==> config.mk <==
export PLATFORM = sky130hd
export DESIGN_NAME = hex_lights_multi_driver_flat
export DESIGN_NICKNAME = d
export VERILOG_FILES = /design/src/rtl/hex_lights_multi_driver_if.sv /design/src/rtl/hex_lights_multi_driver.sv /design/src/flat_wrapper.sv
export SDC_FILE = /design/constraint.sdc
export NUM_CORES = 1
export LEC_CHECK = 0
export CORE_UTILIZATION = 35
export CTS_CLUSTER_SIZE = 40
export DETAILED_ROUTE_END_ITERATION = 7
export PLACE_DENSITY = 0.62
export SYNTH_ARGS = -nofsm -noshare
export SYNTH_HDL_FRONTEND = slang
export SYNTH_SLANG_ARGS = --single-unit
==> constraint.sdc <==
create_clock -name clk -period 3.4 [get_ports clk]
set_clock_uncertainty 0.2 [all_clocks]
set_input_delay 0.85 -clock clk [delete_from_list [all_inputs] [get_ports clk]]
set_output_delay 0.85 -clock clk [all_outputs]
set_load 0.005 [all_outputs]
==> src/rtl/hex_lights_multi_driver_if.sv <==
// hex_lights_multi_driver_if: light codes in, HEX segments and status out
interface hex_lights_multi_driver_if #(parameter int NUM_CH = 4);
    logic [4*NUM_CH-1:0] colour;
    logic                flash_left;
    logic                lamp_test;
    logic                fault_clr;
    logic [7*NUM_CH-1:0] hex_segments;
    logic                fault;
    logic                test_busy;
    modport master (output colour, flash_left, lamp_test, fault_clr, input hex_segments, fault, test_busy);
    modport slave (input colour, flash_left, lamp_test, fault_clr, output hex_segments, fault, test_busy);
endinterface

==> src/rtl/hex_lights_multi_driver.sv <==
// hex_lights_multi_driver: registered multi-digit traffic-light decoder with blink, lamp test and fault latch
module hex_lights_multi_driver #(
    parameter int NUM_CH           = 4,
    parameter int BLINK_DIV        = 25_000_000,
    parameter int FAULT_PERSIST    = 8,
    parameter int LAMP_TEST_CYCLES = 50_000_000
) (
    input logic                        clk,
    input logic                        reset,
    hex_lights_multi_driver_if.slave   io_bus
);
    localparam int BW = $clog2(BLINK_DIV);
    localparam int PW = $clog2(FAULT_PERSIST + 1);
    localparam int LW = $clog2(LAMP_TEST_CYCLES + 1);

    typedef enum logic [1:0] {NORMAL, LAMP_TEST, FAULT} state_t;

    state_t              r_state, w_state_next;
    logic [BW-1:0]       r_blink_cnt, w_blink_cnt_next;
    logic                r_phase, w_phase_next, w_wrap, w_fault_entry;
    logic [LW-1:0]       r_lamp_cnt, w_lamp_cnt_next;
    logic [PW-1:0]       r_persist [NUM_CH];
    logic [PW-1:0]       w_persist_next [NUM_CH];
    logic [NUM_CH-1:0]   w_illegal, w_hit;
    logic [7*NUM_CH-1:0] r_hex, w_hex_next;

    function automatic logic [6:0] decode(input logic [3:0] code);
        return code == 4'h0 ? 7'h7F : code == 4'h1 ? 7'h7E : code == 4'h2 ? 7'h3F :
               code == 4'h4 ? 7'h77 : code == 4'h8 ? 7'h39 : 7'h00;
    endfunction

    // Per-channel illegal detection; persistence counts only run in NORMAL and saturate
    always_comb begin
        for (int c = 0; c < NUM_CH; c++) begin
            w_illegal[c] = $countones(io_bus.colour[4*c +: 4]) > 1;
            w_persist_next[c] = (r_state != NORMAL || !w_illegal[c]) ? '0 :
                                r_persist[c] == PW'(FAULT_PERSIST) ? r_persist[c] : r_persist[c] + 1'b1;
            w_hit[c] = w_persist_next[c] == PW'(FAULT_PERSIST);
        end
    end

    // Next-state logic; lamp counter holds remaining cycles after the current one
    always_comb begin
        w_state_next    = r_state;
        w_lamp_cnt_next = r_lamp_cnt;
        case (r_state)
            NORMAL: begin
                if (|w_hit) begin
                    w_state_next = FAULT;
                end else if (io_bus.lamp_test) begin
                    w_state_next    = LAMP_TEST;
                    w_lamp_cnt_next = LW'(LAMP_TEST_CYCLES - 1);
                end
            end
            LAMP_TEST: begin
                if (r_lamp_cnt == '0) w_state_next = NORMAL;
                else w_lamp_cnt_next = r_lamp_cnt - 1'b1;
            end
            FAULT: if (io_bus.fault_clr && !(|w_illegal)) w_state_next = NORMAL;
            default: w_state_next = NORMAL;
        endcase
    end

    // Blink generator restarts lit on every FAULT entry so the first amber interval is full length
    always_comb begin
        w_fault_entry    = w_state_next == FAULT && r_state != FAULT;
        w_wrap           = r_blink_cnt == BW'(BLINK_DIV - 1);
        w_blink_cnt_next = (w_fault_entry || w_wrap) ? '0 : r_blink_cnt + 1'b1;
        w_phase_next     = w_fault_entry ? 1'b0 : r_phase ^ w_wrap;
    end

    // Segment pattern for the state and blink phase that will hold after this edge
    always_comb begin
        for (int c = 0; c < NUM_CH; c++) begin
            w_hex_next[7*c +: 7] = w_state_next == LAMP_TEST ? 7'h00 :
                                   w_state_next == FAULT ? (w_phase_next ? 7'h7F : 7'h3F) :
                                   (io_bus.flash_left && io_bus.colour[4*c +: 4] == 4'h8 && w_phase_next) ? 7'h7F :
                                   decode(io_bus.colour[4*c +: 4]);
        end
    end

    // State, counters and registered segment outputs
    always_ff @(posedge clk) begin
        if (reset) begin
            r_state     <= NORMAL;
            r_blink_cnt <= '0;
            r_phase     <= 1'b0;
            r_lamp_cnt  <= '0;
            r_hex       <= '1;
            for (int c = 0; c < NUM_CH; c++) r_persist[c] <= '0;
        end else begin
            r_state     <= w_state_next;
            r_blink_cnt <= w_blink_cnt_next;
            r_phase     <= w_phase_next;
            r_lamp_cnt  <= w_lamp_cnt_next;
            r_hex       <= w_hex_next;
            for (int c = 0; c < NUM_CH; c++) r_persist[c] <= w_persist_next[c];
        end
    end

    assign io_bus.hex_segments = r_hex;
    assign io_bus.fault        = r_state == FAULT;
    assign io_bus.test_busy    = r_state == LAMP_TEST;
endmodule

==> src/flat_wrapper.sv <==
// flat-port wrapper written by rule: the top's interface ports become plain ports
module hex_lights_multi_driver_flat 
#(
    parameter int NUM_CH           = 4,
    parameter int BLINK_DIV        = 25_000_000,
    parameter int FAULT_PERSIST    = 8,
    parameter int LAMP_TEST_CYCLES = 50_000_000
)
  (clk, reset, io_bus_colour, io_bus_flash_left, io_bus_lamp_test, io_bus_fault_clr, io_bus_hex_segments, io_bus_fault, io_bus_test_busy);
  hex_lights_multi_driver_if #(.NUM_CH(NUM_CH)) io_bus_i ();
  input logic clk;
  input logic reset;
  input wire logic [$bits(io_bus_i.colour)-1:0] io_bus_colour;
  input wire logic [$bits(io_bus_i.flash_left)-1:0] io_bus_flash_left;
  input wire logic [$bits(io_bus_i.lamp_test)-1:0] io_bus_lamp_test;
  input wire logic [$bits(io_bus_i.fault_clr)-1:0] io_bus_fault_clr;
  output wire logic [$bits(io_bus_i.hex_segments)-1:0] io_bus_hex_segments;
  output wire logic [$bits(io_bus_i.fault)-1:0] io_bus_fault;
  output wire logic [$bits(io_bus_i.test_busy)-1:0] io_bus_test_busy;
  assign io_bus_i.colour = io_bus_colour;
  assign io_bus_i.flash_left = io_bus_flash_left;
  assign io_bus_i.lamp_test = io_bus_lamp_test;
  assign io_bus_i.fault_clr = io_bus_fault_clr;
  assign io_bus_hex_segments = io_bus_i.hex_segments;
  assign io_bus_fault = io_bus_i.fault;
  assign io_bus_test_busy = io_bus_i.test_busy;
  hex_lights_multi_driver #(.NUM_CH(NUM_CH), .BLINK_DIV(BLINK_DIV), .FAULT_PERSIST(FAULT_PERSIST), .LAMP_TEST_CYCLES(LAMP_TEST_CYCLES)) u_core (.clk(clk), .reset(reset), .io_bus(io_bus_i));
endmodule
==> results.py <==
metrics = {
    "run_status": {
        "status": "completed",
    },
    "pwr": {
        "seqPwrFrac_pct": 42.4,
        "power.density_nw_per_um2": 422,
        "power_mw": 2.75,
        "ir_drop_mv": 0.245,
        "switching_share_pct": 27.1,
        "clkPwrFrac_pct": 38.0,
        "power_switching_uw": 745,
        "p_leak_nw": 2.66,
        "p_int_mw": 2.01,
        "combPwrFrac_pct": 19.7,
    },
    "drt": {
        "ant_nets": 0,
        "viasPerCell": 5.11,
        "drc_errors": 0,
        "dr.pass1.iters": 4,
        "wl_per_cell_um": 14.1,
        "vias": 4339,
        "totalWireLength_mm": 11.9,
        "drt-initial-drc-count": 198,
    },
    "place": {
        "dp_hpwl_mm": 8.62,
        "routabilityCongestion": 0.860,
        "portBuffers": 50,
        "post-place-cells": 816,
    },
    "cts": {
        "clkTransAtPathRegs_ns": 0.06,
        "cts_tree": "built",
        "cts_root_buffer": "clkbuf_16",
        "cts.sinks": 90,
        "cts_buffer_depth": 2,
        "numCtsBuffers": 9,
        "htreeDepth": 3,
        "holdBufCountCts": 0,
        "clk_latency_ns": 0.35,
    },
    "synthesis": {
        "synth-async-reset-ratio_pct": 0,
        "synth_edf_count": 0,
        "synthMostInstantiatedCell": "dfxtp_1",
        "syn_area_um2": 4930,
        "syn_inst": 567,
        "synth_area_leaders": "dfxtp_1 37%, ha_1 11%, xor2_1 8.0%",
        "synth_common_cells": "90 x dfxtp_1, 66 x nor2_1, 45 x xor2_1, 43 x ha_1, 34 x inv_1",
        "synth.top_cell.area_share_pct": 36.5,
        "synth_top_area_cell": "dfxtp_1",
        "syn_avg_cell_area_um2": 8.70,
        "synth_fp_nets": 635,
        "ys_seq_area_share_pct": 36.5,
        "synth_cell_types": 50,
        "synth_flop_cell": "dfxtp_1",
        "synth_seq_cells": 90,
        "synth_warnings": 0,
    },
    "cells_and_area": {
        "syn2layout_area_growth_pct": 32.4,
        "diodes": 0,
        "multiInputGateArea_um2": 3040,
        "drive_gt1_share_pct": 21.4,
        "finalNonFillerCells": 849,
        "seq_area_um2": 1800,
        "fill_cells": 1285,
        "nNetsFinal": 732,
        "fin_util_pct": 47.2,
    },
    "timing": {
        "slew_headroom_pct": 60.8,
        "tightest_slew_ns": 0.586,
        "max_freq_mhz": 294,
        "setup_viol": 0,
        "min_period_ns": 3.40,
        "hold_slack_ns": 0.275,
        "drv_slew": 0,
        "setup-tns-final_ns": 0,
        "fin_crit_sh_pct": 99.9,
        "hold_viol_final": 0,
    },
    "run": {
        "maxCapViolations": 0,
    },
    "worst_setup_path": {
        "r2r_end": "u_core.r_lamp_cnt[2]",
        "start_kind": "input pin",
        "crit_type": "in -> reg",
        "timing.rr.start": "u_core.r_persist[0][0]",
        "worstPathArrival_ns": 3.43,
        "reg2reg_slack_ns": 0.65,
        "cp-startpoint": "io_bus_colour[9]",
        "cp_max_fo": 6,
        "crit_path_end_kind": "register",
        "ff2ff_path_depth": 11,
        "cp.required_ns": 3.43,
    },
    "grt": {
        "grt_pass1_vias": 4331,
        "overflow": 0,
        "grt_usage_pct": 17.2,
        "grt_pass1_wl_mm": 19.8,
        "grt_max_degree": 30,
        "antenna_found_initial": 0,
    },
    "die": {
        "coreArea_um2": 13800,
        "die_area_um2": 14600,
        "initial_core_util_pct": 35.7,
        "die_y_um": 121,
        "ioPinCount": 51,
        "die_w_um": 121,
        "rows": 43,
    },
    "min_path": {
        "min_path_cells": 1,
        "min_to": "u_core.r_blink_cnt[0]",
        "min_path_type": "reg -> reg",
        "min_from": "u_core.r_blink_cnt[0]",
    },
}
[state kept, by name, summed over array words and instances, names as in the netlist]
| signal | cells |
|---|---|
| u_core.r_lamp_cnt | 26 |
| u_core.r_phase | 1 |
| u_core.io_bus.hex_segments | 20 |
| u_core.r_blink_cnt | 25 |
| u_core.r_state | 2 |
| u_core.r_persist | 16 |
[cells in the final DEF, fill, tap and decap left out, types with 6 or more instances in the layout]
cell type	n
a31oi_1	14
inv_1	20
nor2_1	62
nand4_1	16
clkdlybuf4s50_1	34
xor2_1	45
and3_1	8
xnor2_1	9
nor2b_1	8
inv_2	14
buf_4	54
ha_1	41
clkbuf_16	10
nand3_1	26
dfxtp_1	90
nand3b_1	6
nor3_1	21
nand2_1	21
and2_4	7
o21ai_0	13
clkbuf_2	7
a21oi_1	31
[critical path, cell delays in order]
cell,delay (ns)
clkdlybuf4s15_1,0.19
inv_2,0.06
ha_4,0.23
and2_4,0.15
fa_2,0.58
nor2_4,0.06
nor3_2,0.21
o2111ai_2,0.19
and4bb_4,0.28
buf_12,0.14
clkbuf_16,0.15
nand3b_1,0.09
xor2_1,0.16
a21oi_1,0.08
[area by class of cell]
class / instances / area share, %
clock buffers: 11 / 3.87
multi-input cells: 417 / 46.6
flip-flops and latches: 90 / 27.6
repair buffers: 112 / 15.6
clock inverters: 5 / 0.939
well taps: 180 / 3.45
inverters: 34 / 1.95
[stage by stage]
| step | area (um^2) | setup slack (ns) |
|---|---|---|
| floorplan | 4940 | 0.0221 |
| CTS | 6470 | 0.00272 |
| global placement | 5910 | -0.835 |
| detailed placement | 5910 | -0.861 |
| finish | 6530 | 0.00283 |
| global route | 6530 | -0.0728 |
[how the worst max path moves through the flow]
| stage | end | slack, ns |
|---|---|---|
| after global placement | u_core.io_bus.hex_segments[21] | -0.83 |
| after CTS | u_core.r_lamp_cnt[5] | 0.003 |
| after global routing | u_core.r_lamp_cnt[10] | -0.07 |
| after detailed placement | u_core.io_bus.hex_segments[21] | -0.86 |
| after floorplan | u_core.io_bus.hex_segments[9] | 0.02 |
| final | u_core.r_lamp_cnt[4] | 0.003 |
[metal layers]
metal  track usage (%)  wire length, um  vias to the layer above
li1                  -                -                     2174
met1              20.3             5350                     2084
met2              30.3             6010                       60
met3              3.63              309                       21
met4              6.64              269                        0
met5                 0                0                        -
[repair_timing]
action | 4_1_cts | 5_1_grt
cloned | 2 | 1
pin swaps | 25 | 20
setup endpoints to repair | 73 | 72
resized for setup | 63 | 38
setup buffers | 13 | 2
[power by group through the flow]
stage	Combinational, mW	Sequential (mW)	Clock, mW
2_1_floorplan	0.274	1.18	0
3_3_place_gp	0.465	1.19	0
3_5_place_dp	0.476	1.19	0
4_1_cts	0.514	1.17	1.07
5_1_grt	0.595	1.17	1.11
6_report	0.542	1.17	1.04
[cells by family after synthesis]
logic type,share of synthesized area (%)
xor+xnor,9.59
compound gates,11.6
simple gates,24.3
buf+inv,5.40
flops,36.5
fa+ha+maj,12.5
Power figures use the tool's default switching activity.
